--- config.mk ---
export PLATFORM = sky130hd
export DESIGN_NAME = marquee_sequencer
export DESIGN_NICKNAME = d
export VERILOG_FILES = /design/src/rtl/marquee_sequencer.sv
export SDC_FILE = /design/constraint.sdc
export NUM_CORES = 1
export LEC_CHECK = 0
export CAP_MARGIN = 10
export CORE_ASPECT_RATIO = 1.2
export CORE_MARGIN = 4
export CORE_UTILIZATION = 53
export CTS_BUF_LIST = sky130_fd_sc_hd__clkbuf_4
export CTS_CLUSTER_SIZE = 20
export DETAILED_ROUTE_END_ITERATION = 8
export GPL_ROUTABILITY_DRIVEN = 1
export PLACE_DENSITY = 0.76
export SLEW_MARGIN = 20
export SYNTH_ARGS = -nofsm -noshare
export SYNTH_HDL_FRONTEND = slang
export SYNTH_SLANG_ARGS = --single-unit
--- constraint.sdc ---
create_clock -name CLK -period 2.7 [get_ports CLK]
set_input_delay 0.54 -clock CLK [delete_from_list [all_inputs] [get_ports CLK]]
set_output_delay 0.54 -clock CLK [all_outputs]
set_load 0.02 [all_outputs]
--- src/rtl/marquee_sequencer.sv ---
// Marquee sequencer: produces the 3-bit position select for the rotating
// seven-segment marquee. It supports free-running advance at a selectable
// rate, pause/resume without phase loss, single-step and direction control.
module marquee_sequencer #(
  parameter int DIV_W    = 24,
  parameter int BASE_DIV = 12500000
) (
  input  logic       CLK,
  input  logic       CLR,
  input  logic       RUN,
  input  logic       STEP,
  input  logic       DIR,
  input  logic [1:0] SPEED,
  output logic [2:0] SEL,
  output logic       TICK,
  output logic       WRAP,
  output logic [1:0] STATE
);

  typedef enum logic [1:0] {
    S_IDLE  = 2'b00,
    S_RUN   = 2'b01,
    S_PAUSE = 2'b10,
    S_BAD   = 2'b11
  } state_t;

  // One extra bit holds BASE_DIV == 2^DIV_W exactly. The subtraction then
  // wraps it back to the all-ones terminal count once it is truncated.
  localparam logic [DIV_W:0] BASE_W = (DIV_W+1)'(BASE_DIV);
  localparam logic [DIV_W:0] ONE_W  = (DIV_W+1)'(1);

  state_t           state_q, state_d;
  logic [DIV_W-1:0] cnt_q, cnt_d;
  logic [2:0]       sel_q, sel_d;
  logic             tick_q, tick_d;
  logic             wrap_q, wrap_d;
  logic             step_q;

  logic [DIV_W-1:0] tc;
  logic             step_edge;
  logic [2:0]       sel_next;
  logic             wraps;

  // Terminal count for the selected rate. Each SPEED step halves the period.
  assign tc = DIV_W'((BASE_W >> SPEED) - ONE_W);

  assign step_edge = STEP & ~step_q;
  assign sel_next  = DIR ? (sel_q - 3'd1) : (sel_q + 3'd1);
  assign wraps     = DIR ? (sel_q == 3'd0) : (sel_q == 3'd7);

  // Next-state logic. It decides the mode transition and whether this edge
  // advances the position.
  always_comb begin
    // NOTE: every signal gets a default first, so no path can leave a value
    // unassigned. An unassigned path would infer a latch.
    state_d = state_q;
    cnt_d   = cnt_q;
    sel_d   = sel_q;
    tick_d  = 1'b0;
    wrap_d  = 1'b0;

    case (state_q)
      S_IDLE: begin
        cnt_d = '0;
        if (RUN) begin
          state_d = S_RUN;
        end else if (step_edge) begin
          sel_d   = sel_next;
          tick_d  = 1'b1;
          wrap_d  = wraps;
          state_d = S_PAUSE;
        end
      end

      S_RUN: begin
        if (!RUN) begin
          // The count freezes where it is, so a later resume keeps the phase.
          state_d = S_PAUSE;
        end else if (cnt_q >= tc) begin
          // Use >= rather than ==, so that a SPEED increase in mid-count
          // advances at once and the counter never overflows.
          cnt_d  = '0;
          sel_d  = sel_next;
          tick_d = 1'b1;
          wrap_d = wraps;
        end else begin
          cnt_d = cnt_q + DIV_W'(1);
        end
      end

      S_PAUSE: begin
        if (RUN) begin
          state_d = S_RUN;
        end else if (step_edge) begin
          sel_d  = sel_next;
          tick_d = 1'b1;
          wrap_d = wraps;
        end
      end

      default: begin
        // Unreachable encoding. Recover to IDLE and keep the position.
        state_d = S_IDLE;
        cnt_d   = '0;
      end
    endcase
  end

  // State register with synchronous clear. The step history is loaded
  // during clear, so a key held through reset does not fire a step.
  always_ff @(posedge CLK) begin
    // NOTE: sequential state uses non-blocking assignments only. All
    // registers then update together from values sampled before the edge.
    if (CLR) begin
      state_q <= S_IDLE;
      cnt_q   <= '0;
      sel_q   <= '0;
      tick_q  <= 1'b0;
      wrap_q  <= 1'b0;
      step_q  <= STEP;
    end else begin
      state_q <= state_d;
      cnt_q   <= cnt_d;
      sel_q   <= sel_d;
      tick_q  <= tick_d;
      wrap_q  <= wrap_d;
      step_q  <= STEP;
    end
  end

  assign SEL   = sel_q;
  assign TICK  = tick_q;
  assign WRAP  = wrap_q;
  assign STATE = state_q;

endmodule

==> reports/metrics.cfg <==
[critical_path]
r2r_cells=7
required_ns=2.93
reg2reg_from=cnt_q[9]
worstSetupStartpoint=SPEED[0]
r2r_end=SEL[0]
criticalPathCategory=input port to register
crit_path_start_kind=input port
path_cells=clkdlybuf4s15_1 > and2b_2 > inv_1 > ha_1 > ha_1 > a21oi_1 > a21oi_1 > o2111ai_1 > and3b_4 > a21o_1 > mux2_4
slowest_stage=mux2_4
timing.critical_path.arrival_ns=2.79
end_kind=register
worst-path-max-fanout=4
max_stage_delay_ns=0.30
r2r_slack_ns=0.51

[routing]
wl_met3_microns=173
dr.first_iter.drc_count=92
num_vias=1809
m1WireLength_mm=2.03
drt-total-wl_mm=4.69
vias_per_cell=5.58
highest_layer=met4
route.detailed.drc=0
wl_per_cell_microns=14.5
first_pass_iters=4
wl_met2_mm=2.40
ant_nets=0

[cells_and_area]
diodes=0
nFillCells=324
instances_no_fill=324
final_cell_area_sq_um=2430
area_growth_pct=19.7
drive_above_1_share_pct=14.3
nets=300
postLayoutCoreUtil_pct=66.2

[logic_synthesis]
ys.flop_type=dfxtp_1
ys_seq_elements=32
synth_cell_types=44
synth-seq-area-share_pct=31.6
synth_edf_count=0
synthesis.area_sq_um=2030
synth.avg_cell_area_sq_um=8.45
yosysWarnings=0
synth_top_area_share_pct=31.6
post-synth-top-area-cell=dfxtp_1
synth_cells=240
synth_async_sr_flop_share_pct=0
netlist_top_cells_area=dfxtp_1 (32%), ha_1 (13%), nor3_1 (6.2%)

[grt]
grt_pass1_wl_mm=7.84
grt_overflow=0
antenna_found_initial=0
grt_max_degree=19
track_usage_pct=20.7
grt_pass1_vias=1749

[cts]
tritoncts=yes
cts-htree-levels=2
hold_buffers=0
cts.sinks=32
clkLatencyLatePin_ns=0.34
root_buffer=clkbuf_4
cts_buffer_depth=2
numCtsBuffers=5
clk_pin_slew_worst_paths_ns=0.10

[die]
die_w_microns=64.5
fp.dieArea_sq_um=4880
start_util_pct=55.3
core.rowCount=24
die_h_microns=75.7
coreArea_sq_um=3660
num_io_pins=14

[power_and_ir_drop]
finalPower_mw=0.924
powerDensity_nw_per_um2=381
power_leakage_nw=1.00
ir_drop_v=0.000198

[timing]
slew_viol_final=0
fmax_mhz=391
maxSlewHeadroom_pct=46.0
period_minus_slack_ns=2.56
rsz0062_at_grt=no
finalSetupViolations=0
setup_slack_ns=0.141
fin_crit_sh_pct=94.8
worst_slew_pin_slew_ns=0.802
fin_worst_skew_ns=0.00979
timing.setup.tns_ns=0
holdWs_ns=0.484
hold_violations=0

[min_path]
hold_end=cnt_q[1]
holdPathStages=2
min-delay-start=cnt_q[1]
hold_path_class=register to register

[place]
place.gp.congestion=0.885
hpwl_mm=3.36
placed_cell_area_sq_um=2300
pre_cts_ws_ns=-0.554
placed_cells=313
port_buffers=13

[outcome]
outcome=complete, no violations

[run]
maxCapViolations=0

[per-layer routing]
metal	vias to the layer above	GRT usage, %
met4	0	8.22
met1	859	23.2
met3	9	5.60
met2	30	37.8
li1	911	-
met5	-	0
[cells by family after synthesis]
logic type	after synthesis	share of synthesized area (%)
buffers and inverters	21	4.63
AOI/OAI and AO/OA	33	10.9
other	2	0.371
DFF	32	31.6
muxes	2	1.30
adders and majority gates	23	14.4
xor gates and xnor gates	23	9.94
and+or+nand+nor	104	26.9
[cells in the final DEF, fill, tap and decap left out, types with 10 or more instances in the layout]
master           instances
dfxtp_1                 32
nor3_1                  22
ha_1                    21
buf_4                   18
nand2_1                 15
nor2_1                  15
inv_1                   12
xor2_1                  12
nand3_1                 11
xnor2_1                 11
clkdlybuf4s50_1         11
nand4_1                 10
[worst max-delay path by stage]
stage	end	slack (ns)	cells after the start
after global placement	SEL[0]	-0.47	12
after global routing	SEL[0]	0.02	12
after CTS	SEL[0]	0.11	11
after detailed placement	cnt_q[23]	-0.55	12
after floorplan	SEL[0]	0.09	10
final	SEL[0]	0.14	11
[where the power goes]
part / total [mW] / internal [mW] / switching [mW] / leakage, nW
Clock: 0.277 / 0.120 / 0.157 / 0.0338
Sequential: 0.486 / 0.479 / 0.00660 / 0.259
Combinational: 0.162 / 0.0737 / 0.0880 / 0.707
[cell type report]
type	instances	area, sq um	area share [%]
multi-input combinational	188	1340	55.3
sequential	32	641	26.4
timing repair buffer	32	277	11.4
tap	52	65.1	2.68
clock buffer	7	52.6	2.17
inverter	12	45.0	1.86
clock inverter	1	3.75	0.155
[synth_stat cells (2+ instances only)]
| cell type | number |
|---|---|
| nand3_1 | 11 |
| o21ai_0 | 4 |
| a21o_1 | 4 |
| xnor2_1 | 11 |
| and3_1 | 8 |
| o21a_1 | 2 |
| xor2_1 | 12 |
| nor3_1 | 25 |
| nand4_1 | 10 |
| buf_4 | 2 |
| a211oi_1 | 3 |
| dfxtp_1 | 32 |
| conb_1 | 2 |
| a21oi_1 | 10 |
| nor3b_1 | 2 |
| clkbuf_1 | 6 |
| nand2b_1 | 2 |
| nor2b_1 | 4 |
| and2_1 | 2 |
| inv_1 | 12 |
| nor2_1 | 18 |
| nand2_1 | 15 |
| and4_1 | 2 |
| ha_1 | 21 |
[sequential cells by signal (all words and copies together) (netlist names)]
name / cells
SEL: 3
STATE: 2
TICK: 1
WRAP: 1
cnt_q: 24
step_q: 1
[repair_timing]
action | in CTS | in global routing
pin swaps | 3 | 1
setup endpoints to repair | 27 | 16
resized for setup | 9 | 11
cloned | 1 | 1
buffers inserted | 1 | 0
[critical path, delay by kind of cell]
kind,cells,cell delay (ns)
buf+inv,2,0.28
simple gates,2,0.51
compound gates,4,0.58
fa+ha+maj,2,0.56
mux,1,0.30
Power figures use the tool's default switching activity.
